<file path="config.mk">
export PLATFORM = sky130hd
export DESIGN_NAME = mulf_seq
export DESIGN_NICKNAME = d
export VERILOG_FILES = /design/src/rtl/float_pkg.sv /design/src/rtl/mant_mul_seq.sv /design/src/rtl/mulf_seq.sv
export SDC_FILE = /design/constraint.sdc
export NUM_CORES = 1
export LEC_CHECK = 0
export CAP_MARGIN = 40
export CORE_MARGIN = 4
export CORE_UTILIZATION = 53
export CTS_CLUSTER_SIZE = 10
export DETAILED_ROUTE_END_ITERATION = 16
export MAX_ROUTING_LAYER = met4
export PLACE_DENSITY = 0.76
export SLEW_MARGIN = 10
export SYNTH_ARGS = -nofsm -noshare
export SYNTH_HDL_FRONTEND = slang
export SYNTH_SLANG_ARGS = --single-unit
</file>
<file path="constraint.sdc">
create_clock -name clk -period 6.4 [get_ports clk]
set_input_delay 1.28 -clock clk [delete_from_list [all_inputs] [get_ports clk]]
set_output_delay 1.28 -clock clk [all_outputs]
set_load 0.01 [all_outputs]
</file>
<file path="src/rtl/float_pkg.sv">
// float_pkg: IEEE-754 single constants, field helpers and FSM states shared by the float unit
package float_pkg;
  localparam int          FLT_BIAS    = 127;
  localparam int          FLT_EXP_MAX = 255;
  localparam logic [31:0] FLT_QNAN    = 32'h7FC0_0000;
  localparam logic [30:0] FLT_INF_MAG = 31'h7F80_0000;
  typedef enum logic [1:0] {IDLE, MUL, NORM, DONE} state_t;
  function automatic logic f_sign(input logic [31:0] f);
    return f[31];
  endfunction
  function automatic logic [7:0] f_exp(input logic [31:0] f);
    return f[30:23];
  endfunction
  function automatic logic [22:0] f_mant(input logic [31:0] f);
    return f[22:0];
  endfunction
endpackage

</file>
<file path="src/rtl/mant_mul_seq.sv">
// mant_mul_seq: iterative unsigned NxN shift-add multiplier (clk, rst_n, load, x, y -> product, valid)
module mant_mul_seq #(
  parameter int N = 24
) (
  input  logic           clk,
  input  logic           rst_n,
  input  logic           load,
  input  logic [N-1:0]   x,
  input  logic [N-1:0]   y,
  output logic [2*N-1:0] product,
  output logic           valid
);
  localparam int LW = $clog2(N + 1);
  logic [N-1:0]  mx;
  logic [LW-1:0] left;
  logic [N:0]    sum;
  // the multiplier lives in the low half of the accumulator and is consumed LSB first
  assign sum   = {1'b0, product[2*N-1:N]} + {1'b0, product[0] ? mx : {N{1'b0}}};
  assign valid = ~|left;
  always_ff @(posedge clk or negedge rst_n)
    if (!rst_n) begin
      product <= '0;
      mx      <= '0;
      left    <= '0;
    end else if (load) begin
      product <= {{N{1'b0}}, y};
      mx      <= x;
      left    <= LW'(N);
    end else if (!valid) begin
      product <= {sum, product[N-1:1]};
      left    <= left - 1'b1;
    end
endmodule

</file>
<file path="src/rtl/mulf_seq.sv">
// mulf_seq: multi-cycle IEEE-754 single multiplier with start/done handshake
//   start/a/b in; busy high during MUL+NORM, done one-cycle pulse; s product, ze signed-zero flag
module mulf_seq
  import float_pkg::*;
#(
  parameter int EXP_W  = 8,
  parameter int MANT_W = 23,
  parameter int BIAS   = 127
) (
  input  logic                    clk,
  input  logic                    rst_n,
  input  logic                    start,
  input  logic [EXP_W+MANT_W:0]   a,
  input  logic [EXP_W+MANT_W:0]   b,
  output logic                    busy,
  output logic                    done,
  output logic [EXP_W+MANT_W:0]   s,
  output logic                    ze
);
  localparam int W  = EXP_W + MANT_W + 1;
  localparam int M  = MANT_W + 1;
  localparam int P  = 2 * M;
  localparam int EW = EXP_W + 2;
  localparam int CW = $clog2(M);
  localparam logic [W-2:0] INF  = {{EXP_W{1'b1}}, {MANT_W{1'b0}}};
  localparam logic [W-1:0] QNAN = {1'b0, {EXP_W{1'b1}}, 1'b1, {(MANT_W-1){1'b0}}};
  localparam logic signed [EW-1:0] E_MAX = EW'((1 << EXP_W) - 1);
  state_t               state, nxt;
  logic [CW-1:0]        cnt;
  logic [W-2:0]         ra, rb;
  logic                 sg;
  logic signed [EW-1:0] esum, e1;
  logic [P-1:0]         prod;
  logic                 pvalid, accept;
  logic [EXP_W-1:0]     ea, eb;
  logic [MANT_W-1:0]    mant;
  logic                 a_nan, b_nan, a_inf, b_inf, a_zero, b_zero;
  logic                 inv, inf_op, zero_op, ovf, unf;
  logic [W-1:0]         res_s;
  logic                 res_z;
  assign accept = state == IDLE && start;
  assign busy   = state == MUL || state == NORM;
  assign done   = state == DONE;
  assign nxt = state == IDLE ? (start ? MUL : IDLE) :
               state == MUL  ? (cnt == CW'(M - 1) ? NORM : MUL) :
               state == NORM ? DONE : IDLE;
  mant_mul_seq #(.N(M)) u_mul (
    .clk     (clk),
    .rst_n   (rst_n),
    .load    (accept),
    .x       ({1'b1, a[MANT_W-1:0]}),
    .y       ({1'b1, b[MANT_W-1:0]}),
    .product (prod),
    .valid   (pvalid)
  );
  assign ea     = ra[W-2:MANT_W];
  assign eb     = rb[W-2:MANT_W];
  assign a_nan  = &ea && |ra[MANT_W-1:0];
  assign b_nan  = &eb && |rb[MANT_W-1:0];
  assign a_inf  = &ea && ~|ra[MANT_W-1:0];
  assign b_inf  = &eb && ~|rb[MANT_W-1:0];
  // exponent 0 covers both true zero and flushed denormals
  assign a_zero = ~|ea;
  assign b_zero = ~|eb;
  // product of two [1,2) mantissas lies in [1,4): the top bit selects the normalising shift
  assign e1   = esum + {{(EW-1){1'b0}}, prod[P-1]};
  assign mant = MANT_W'(prod[P-1] ? prod >> M : prod >> (M - 1));
  assign inv     = a_nan || b_nan || (a_inf && b_zero) || (b_inf && a_zero);
  assign inf_op  = a_inf || b_inf;
  assign zero_op = a_zero || b_zero;
  assign ovf     = e1 >= E_MAX;
  assign unf     = e1 <= 0;
  assign res_s = inv     ? QNAN :
                 inf_op  ? {sg, INF} :
                 zero_op ? {sg, {(W-1){1'b0}}} :
                 ovf     ? {sg, INF} :
                 unf     ? {sg, {(W-1){1'b0}}} :
                           {sg, e1[EXP_W-1:0], mant};
  assign res_z = !inv && !inf_op && (zero_op || (!ovf && unf));
  always_ff @(posedge clk or negedge rst_n)
    if (!rst_n) begin
      state <= IDLE;
      cnt   <= '0;
      ra    <= '0;
      rb    <= '0;
      sg    <= 1'b0;
      esum  <= '0;
      s     <= '0;
      ze    <= 1'b0;
    end else begin
      state <= nxt;
      cnt   <= state == MUL ? cnt + 1'b1 : '0;
      if (accept) begin
        ra   <= a[W-2:0];
        rb   <= b[W-2:0];
        sg   <= a[W-1] ^ b[W-1];
        esum <= {2'b00, a[W-2:MANT_W]} + {2'b00, b[W-2:MANT_W]} - EW'(BIAS);
      end
      if (state == NORM && pvalid) begin
        s  <= res_s;
        ze <= res_z;
      end
    end
endmodule

</file>
==> results.md, run 1 <==
- Skew final: 0.00777 ns
- Mapped Cells: 981
- Number of flops mapped to enable cells by yosys: 0
- Count of synthesis-stage warnings from yosys: 0
- Post-synthesis sequential area ratio: a little under half
- Req. time, crit path: between 6 and 7 ns
- Design internal power: 2990 uW
- Multi-input gate area in the final layout: 4570 um2
- Clock input transition at the sequential cells of the worst setup and hold paths: 0.06 ns
- Cell taking the most area after synthesis: sky130_fd_sc_hd__dfrtp_1
- Proportion of netlist area held by the largest area contributor: a little under half
- Worst-margin pin slew: ~0.8 ns
- Clock Sink Count: 167
- RSZ-0062 raised after global routing: no
- Synth area leaders: sky130_fd_sc_hd__dfrtp_1, sky130_fd_sc_hd__nand2_1, sky130_fd_sc_hd__ha_1
- Fin worst setup slack: 3.12 ns
- Storage element area: 4180 um2
- Crit path max fanout: 2
- Arrival time of data at the critical path endpoint: 3.64 ns
- Final setup violation count: 0
- Vert. Die Dim: 138 um
- Net count of the finished layout: 1177
- Largest voltage drop on the vdd net: 0.231 mV
- Post-route minimum period: 3.28 ns
- Syn avg cell area: 9.19 um2
- Top-Level Pins: 102
- Die footprint: 19200 um2
- Async SR Flop Fraction: 100%
- CTS max path bufs: 2
- Final cycle utilization of the critical path: 51.2%
- Post-CTS sizing: 0
- Power density over the cells: approximately 420 nW/um2
- First drt pass iteration count: 5
- Setup TNS after final layout: 0 ns
- Final estimated routing congestion in global placement: approximately 0.9
- TritonCTS buffer count: 17
- Antenna diodes: 0
- Sequential group share of total power: between 30 and 40%
- Distinct cell type count of the synthesized netlist: 64
- Die span in x: about 140 um
- Detail Route Antenna Nets: 0
- Number of antenna violations at the first check in global routing: 0
- Number of buffers inserted by hold repair at cts: 0
- Grt total ovfl: 0
- Switching portion of total power: roughly 36%
- Worst-skew pair later-pin latency: ~0.43 ns
- Root buf cell: sky130_fd_sc_hd__clkbuf_16
- Remaining max-slew budget at the tightest pin: 46.0%
- Count of unresolved DRC violations after routing: 0
- Max-slew violation count: 0
- MaxCap Viol Count: 0
- Core ar.: approximately 17000 um2
- Via count normalized by instance count: 5.53
- Setup bufs post-CTS: 0
- Total number of H-tree levels: 4
- GRT Total Usage: 22.1%
- Vias in the first global route: between 6000 and 7000
- Crit path launch type: input port
- Peak clock frequency supported by timing: 305 MHz
- Endpoints failing hold: 0
- Summed instance area of the synthesized netlist: ~9000 um2
- Synth-to-layout area growth: 21.8%
- Core Rows: 47
- FILL cells: about 1400
- Post-route insts no fill: 1293
- HPWL after detailed placement: around 14 mm
- Main flop type after synthesis: sky130_fd_sc_hd__dfrtp_1
- Total via count in the routed design: around 7200
- Setup WS pre-CTS: 2.67 ns
- First-iteration detailed-routing DRC count: approximately 420
- Synthesized flop and latch total: between 150 and 200
- Layout cell share with drive strength beyond 1: 5.41%
- Design Power: 4650 uW
- Initial cell density of the core: 54.2%
- Post-route design area: 11000 um2
- Fraction of power consumed by combinational cells: around a third
- Placed inst area: 10200 um2
- Hold Crit Class: flip-flop to flip-flop
- Crit Path Class: input port to flip-flop
- Category of the worst setup path capture point: flip-flop
- Cell count after placement: 1260
- Pin count of the biggest net entering global routing: 65
- Leakage power figure: 0.00501 uW
- Net Count, Synth: 1098
- Wirelength, routed: just over 20 mm
- CTS tree: yes
- Relative contribution of the clock network to total power: a little over a quarter
- Global-route wire length before repair: 34.0 mm
- Detailed-route wire length per cell: 15.7 um
- Run status: finished clean
- Sw power: 1660 uW
- Number of I/O port buffers: 101
==> registers in the layout, summed over array words and instances (netlist names), named ones only <==
signal,flops
u_mul.product,48
s,32
ra,31
rb,31
esum,10
cnt,5
u_mul.left,5
sg,1
state,1
u_mul.mx,1
ze,1
==> synth_stat cells (4+ instances only) <==
cell,instances
sky130_fd_sc_hd__nor4_1,15
sky130_fd_sc_hd__mux2i_1,47
sky130_fd_sc_hd__nand3_1,17
sky130_fd_sc_hd__nor2_1,34
sky130_fd_sc_hd__nor3b_1,6
sky130_fd_sc_hd__a31oi_1,7
sky130_fd_sc_hd__a21boi_0,4
sky130_fd_sc_hd__o21ai_0,76
sky130_fd_sc_hd__dfrtp_1,167
sky130_fd_sc_hd__clkbuf_1,43
sky130_fd_sc_hd__xnor2_1,20
sky130_fd_sc_hd__and2_1,30
sky130_fd_sc_hd__buf_2,5
sky130_fd_sc_hd__or3_1,6
sky130_fd_sc_hd__a21oi_1,31
sky130_fd_sc_hd__nor4b_1,8
sky130_fd_sc_hd__o31ai_1,5
sky130_fd_sc_hd__a211oi_1,17
sky130_fd_sc_hd__ha_1,48
sky130_fd_sc_hd__inv_1,20
sky130_fd_sc_hd__nand4_1,10
sky130_fd_sc_hd__nand2_1,256
sky130_fd_sc_hd__o21a_1,4
sky130_fd_sc_hd__nor2b_1,8
sky130_fd_sc_hd__a21o_1,17
sky130_fd_sc_hd__xor2_1,9
sky130_fd_sc_hd__nor3_1,18
==> layout by cell type (no fill, tap or decap), drive strengths merged, types with 15 or more instances in the layout <==
cell / instances
a211oi: 18
xnor2: 20
nor2: 34
a21o: 20
and2: 31
nand2: 256
clkbuf: 22
clkdlybuf4s50: 100
dfrtp: 167
nor3: 18
o21ai: 77
nand3: 17
inv: 22
ha: 48
mux2i: 47
a21oi: 31
nor4: 15
==> routing by layer <==
| metal | GRT usage [%] | vias to the layer above | part of all wire (%) |
|---|---|---|---|
| li1 | - | 3572 | - |
| met1 | 31.4 | 3372 | 49 |
| met2 | 32.8 | 174 | 45 |
| met3 | 3.49 | 35 | 4.3 |
| met4 | 7.02 | 0 | 1.6 |
| met5 | - | - | 0 |
==> worst paths after layout <==
kind                                        from                 to  slack, ns  cells past startpoint
worst max-delay path                       a[25]            esum[8]       3.12                     10
worst min-delay path                u_mul.mx[23]       u_mul.mx[23]       0.47                      1
worst max register to register  u_mul.product[0]  u_mul.product[35]       3.20                     11
worst min register to register      u_mul.mx[23]       u_mul.mx[23]       0.47                      1
max in group asynchronous                  rst_n  u_mul.product[36]       4.46                      2
min in group asynchronous                  rst_n              ra[2]       0.79                      1
==> worst max-delay path, cell delays in order <==
cell,delay [ns]
sky130_fd_sc_hd__clkdlybuf4s50_1,0.43
sky130_fd_sc_hd__ha_1,0.36
sky130_fd_sc_hd__ha_1,0.30
sky130_fd_sc_hd__a21o_1,0.10
sky130_fd_sc_hd__a21o_1,0.14
sky130_fd_sc_hd__a21o_1,0.12
sky130_fd_sc_hd__a21o_1,0.14
sky130_fd_sc_hd__a21oi_1,0.08
sky130_fd_sc_hd__or4b_2,0.61
sky130_fd_sc_hd__nand3_1,0.10
==> area by class of cell <==
class	instances	area share (%)
Tap cell	220	2.51
Timing Repair Buffer	111	10.5
Clock inverter	10	2.15
Clock buffer	22	4.41
Inverter	20	0.684
Multi-Input combinational cell	743	41.6
Sequential cell	167	38.1
==> logic make-up after synthesis <==
family          synth area share, %
compound gates                 13.7
xor+xnor                       2.82
fa+ha+maj                      7.11
buf+inv                        3.04
flops                          46.4
mux                            5.47
simple gates                   21.5
==> through the flow <==
stage / util, % / hold slack (ns)
global route: 65.9 / 0.490
finish: 65.9 / 0.471
detailed placement: 61.5 / 0.450
floorplan: - / 0.425
global placement: 61.0 / 0.449
CTS: 65.9 / 0.468
==> power groups by stage <==
stage                     clock network, uW  logic (uW)  registers [uW]
after CTS                              1250        1590            1810
after global routing                   1300        1810            1870
after detailed placement                  0        1570            1820
after global placement                    0        1510            1810
final                                  1230        1590            1820
after floorplan                           0        1300            1660
Note: power is estimated with default switching activity, not from simulation.
==> inputs of run 2 (changes only) <==
==> constraint.sdc (replaced) <==
create_clock -name clk -period 3.14 [get_ports clk]
set_input_delay 0.628 -clock clk [delete_from_list [all_inputs] [get_ports clk]]
set_output_delay 0.628 -clock clk [all_outputs]
set_load 0.01 [all_outputs]
==> run 2 against run 1 <==
Sequential cell count stayed put. Sequential power is 100% higher. Register-to-register slack worse by 2.9 ns. Clock power is 89% higher. Critical endpoint is now u_mul.product[44]. Largest cell class unchanged.
==> results.md, run 2 (same netlist as run 1, synthesis figures left out) <==
- Run status: finished clean (unchanged)
- Hold Crit Class: input port to async pin (was flip-flop to flip-flop)
- Total number of cells along the worst setup path: 9 (was 10)
- Cell with the largest stage delay on the worst path: sky130_fd_sc_hd__dfrtp_1 (was sky130_fd_sc_hd__or4b_2)
- RSZ-0062 raised after global routing: no (unchanged)
- Top-Level Pins: 102 (unchanged)
- TritonCTS buffer count: 17 (unchanged)
- Crit path max-delay family: compound AO/OA/AOI/OAI gates (was simple AND/OR/NAND/NOR gates)
- Antenna diodes: 0 (unchanged)
- Vert. Die Dim: 138 um (unchanged)
- Total number of H-tree levels: 4 (unchanged)
- Die span in x: 138 um (unchanged)
- Power density over the cells: 849 nW/um2 (was 424 nW/um2)
- Endpoints failing hold: 0 (unchanged)
- Crit path launch type: flip-flop (was input port)
- Clock Sink Count: 167 (unchanged)
- Req. time, crit path: 3.51 ns (was 6.76 ns)
- Largest stage delay, worst path: 0.50 ns (was 0.61 ns)
- Peak clock frequency supported by timing: about 350 MHz
- HPWL after detailed placement: 14.7 mm (was 14.5 mm)
- Detailed-route wire length per cell: 15.6 um (was 15.7 um)
- First-iteration detailed-routing DRC count: 495 (was 421)
- Source of the critical timing path: u_mul.product[0] (was a[25])
- Core Rows: 47 (unchanged)
- Most flop-heavy register: u_mul.product (unchanged)
- Root buf cell: sky130_fd_sc_hd__clkbuf_16 (unchanged)
- Number of buffers inserted by hold repair at cts: 0 (unchanged)
- Post-CTS sizing: 0 (unchanged)
- Remaining max-slew budget at the tightest pin: 45.9% (was 46.0%)
- Count of unresolved DRC violations after routing: 0 (unchanged)
- CTS tree: yes (unchanged)
- Count of buffering cells on the critical path with inverters included: 0 (was 1)
- Post-route design area: 10900 um2 (was 11000 um2)
- Core ar.: 16600 um2 (unchanged)
- Total via count in the routed design: 7181 (was 7153)
- Net count of the finished layout: 1185 (was 1177)
- Post-route minimum period: 2.84 ns
- Final cycle utilization of the critical path: 90.6%
- Worst reg2reg path endpoint: u_mul.product[44] (was u_mul.product[35])
- CP Capture Point: u_mul.product[44] (was esum[8])
- Leading cell type in the layout, fill and taps excluded: sky130_fd_sc_hd__nand2_1 (unchanged)
- Worst Reg-to-Reg Cells: 9 (was 11)
- Wirelength, routed: 20.4 mm (was 20.3 mm)
- Final setup violation count: 0 (unchanged)
- CTS max path bufs: 2 (unchanged)
- Initial cell density of the core: 54.2% (unchanged)
- Cell Chain, Critical Path: and2_1, ha_1, a21o_1, a21o_4, a2111oi_4, a211oi_2, a2111oi_4, or3_1, o2111a_1 (was clkdlybuf4s50_1, ha_1, ha_1, a21o_1, a21o_1, a21o_1, a21o_1, a21oi_1, or4b_2, nand3_1)
- Worst R2R Start: u_mul.product[0] (unchanged)
- Placed inst area: 10300 um2 (was 10200 um2)
- Clock input transition at the sequential cells of the worst setup and hold paths: 0.07 ns (was 0.06 ns)
- Global-route wire length before repair: 34.4 mm (was 34.0 mm)
- Leakage power figure: 0.00500 uW (was 0.00501 uW)
- Setup bufs post-CTS: 0 (unchanged)
- First drt pass iteration count: 5 (unchanged)
- Final estimated routing congestion in global placement: 0.934 (was 0.904)
- Layout cell share with drive strength beyond 1: 6.20% (was 5.41%)
- Category of the worst setup path capture point: flip-flop (unchanged)
- Arrival time of data at the critical path endpoint: 3.21 ns (was 3.64 ns)
- Skew final: 0.0101 ns (was 0.00777 ns)
- Grt total ovfl: 0 (unchanged)
- Largest registers in the final layout: u_mul.product: 48 flops, s: 32 flops (unchanged)
- Die footprint: 19200 um2 (unchanged)
- Pin count of the biggest net entering global routing: 71 (was 65)
- Crit path max fanout: 14 (was 2)
- Setup TNS after final layout: 0 ns (unchanged)
- Crit Path Class: flip-flop to flip-flop (was input port to flip-flop)
- GRT Total Usage: 22.1% (about the same)
- Via count normalized by instance count: 5.52 (was 5.53)
- Flop-to-flop setup slack: 0.30 ns (was 3.20 ns)
- Max-slew violation count: 0 (unchanged)
- Worst-margin pin slew: 0.808 ns (was 0.810 ns)
- Number of antenna violations at the first check in global routing: 0 (unchanged)
- Worst-skew pair later-pin latency: 0.43 ns (about the same)
- Vias in the first global route: 6960 (was 6904)
- Most common cell on crit path: sky130_fd_sc_hd__a2111oi_4 (was sky130_fd_sc_hd__a21o_1)
- Number of I/O port buffers: 101 (unchanged)
- Largest voltage drop on the vdd net: 0.529 mV (was 0.231 mV)
- Detail Route Antenna Nets: 0 (unchanged)
- Commonest cells after routing, fill and taps aside: sky130_fd_sc_hd__nand2_1, sky130_fd_sc_hd__dfrtp_1, sky130_fd_sc_hd__clkdlybuf4s50_1, sky130_fd_sc_hd__o21ai_0, sky130_fd_sc_hd__ha_1 (unchanged)
- Max FFs per register: 48 (unchanged)
- Synth-to-layout area growth: 21.4% (was 21.8%)
- MaxCap Viol Count: 0 (unchanged)
==> run 2: worst reg2reg max path, stage by stage, from the launching register on <==
cell                        delay (ns)
sky130_fd_sc_hd__dfrtp_1          0.50
sky130_fd_sc_hd__and2_1           0.21
sky130_fd_sc_hd__ha_1             0.34
sky130_fd_sc_hd__a21o_1           0.20
sky130_fd_sc_hd__a21o_4           0.24
sky130_fd_sc_hd__a2111oi_4        0.39
sky130_fd_sc_hd__a211oi_2         0.17
sky130_fd_sc_hd__a2111oi_4        0.39
sky130_fd_sc_hd__or3_1            0.16
sky130_fd_sc_hd__o2111a_1         0.17
==> run 2: worst min path at each step <==
| stage | slack (ns) | startpoint | cells past startpoint | to |
|---|---|---|---|---|
| after floorplan | 0.33 | rst_n | 0 | async pin |
| after global placement | 0.44 | u_mul.mx[23] | 1 | u_mul.mx[23] |
| after detailed placement | 0.45 | u_mul.mx[23] | 1 | u_mul.mx[23] |
| after CTS | 0.22 | rst_n | 1 | u_mul.product[17] |
| after global routing | 0.26 | rst_n | 1 | u_mul.product[16] |
| final | 0.19 | rst_n | 1 | u_mul.product[17] |
==> run 2: through the flow <==
stage	setup slack (ns)	utilization, %	total power [uW]	cells	hold WS, ns
6_report	0.296	65.8	9290	1301	0.193
5_1_grt	0.0964	65.8	9980	1301	0.257
4_1_cts	0.288	65.8	9320	1301	0.220
3_5_place_dp	0.0423	61.8	6940	1269	0.448
3_3_place_gp	0.112	61.8	6820	1269	0.443
2_1_floorplan	0.456	-	6030	981	0.332
==> run 2: layer usage <==
metal	track usage (%)	vias up	wire [um]
met2	33.4	156	9350
li1	-	3589	-
met3	3.45	24	769
met5	-	-	0
met4	6.08	0	282
met1	31.5	3412	9950
==> run 2: final cells by class <==
cell class	count	area [um2]
repair buffers	119	1180
clock buffers	18	439
multi-input cells	743	4570
well taps	220	275
clock inverters	14	220
fillers	1360	5700
inverters	20	75.1
flip-flops and latches	167	4180
==> run 2: power breakdown <==
part | switching [uW] | internal, uW
registers | 738 | 2950
clock network | 884 | 1440
logic | 1770 | 1500
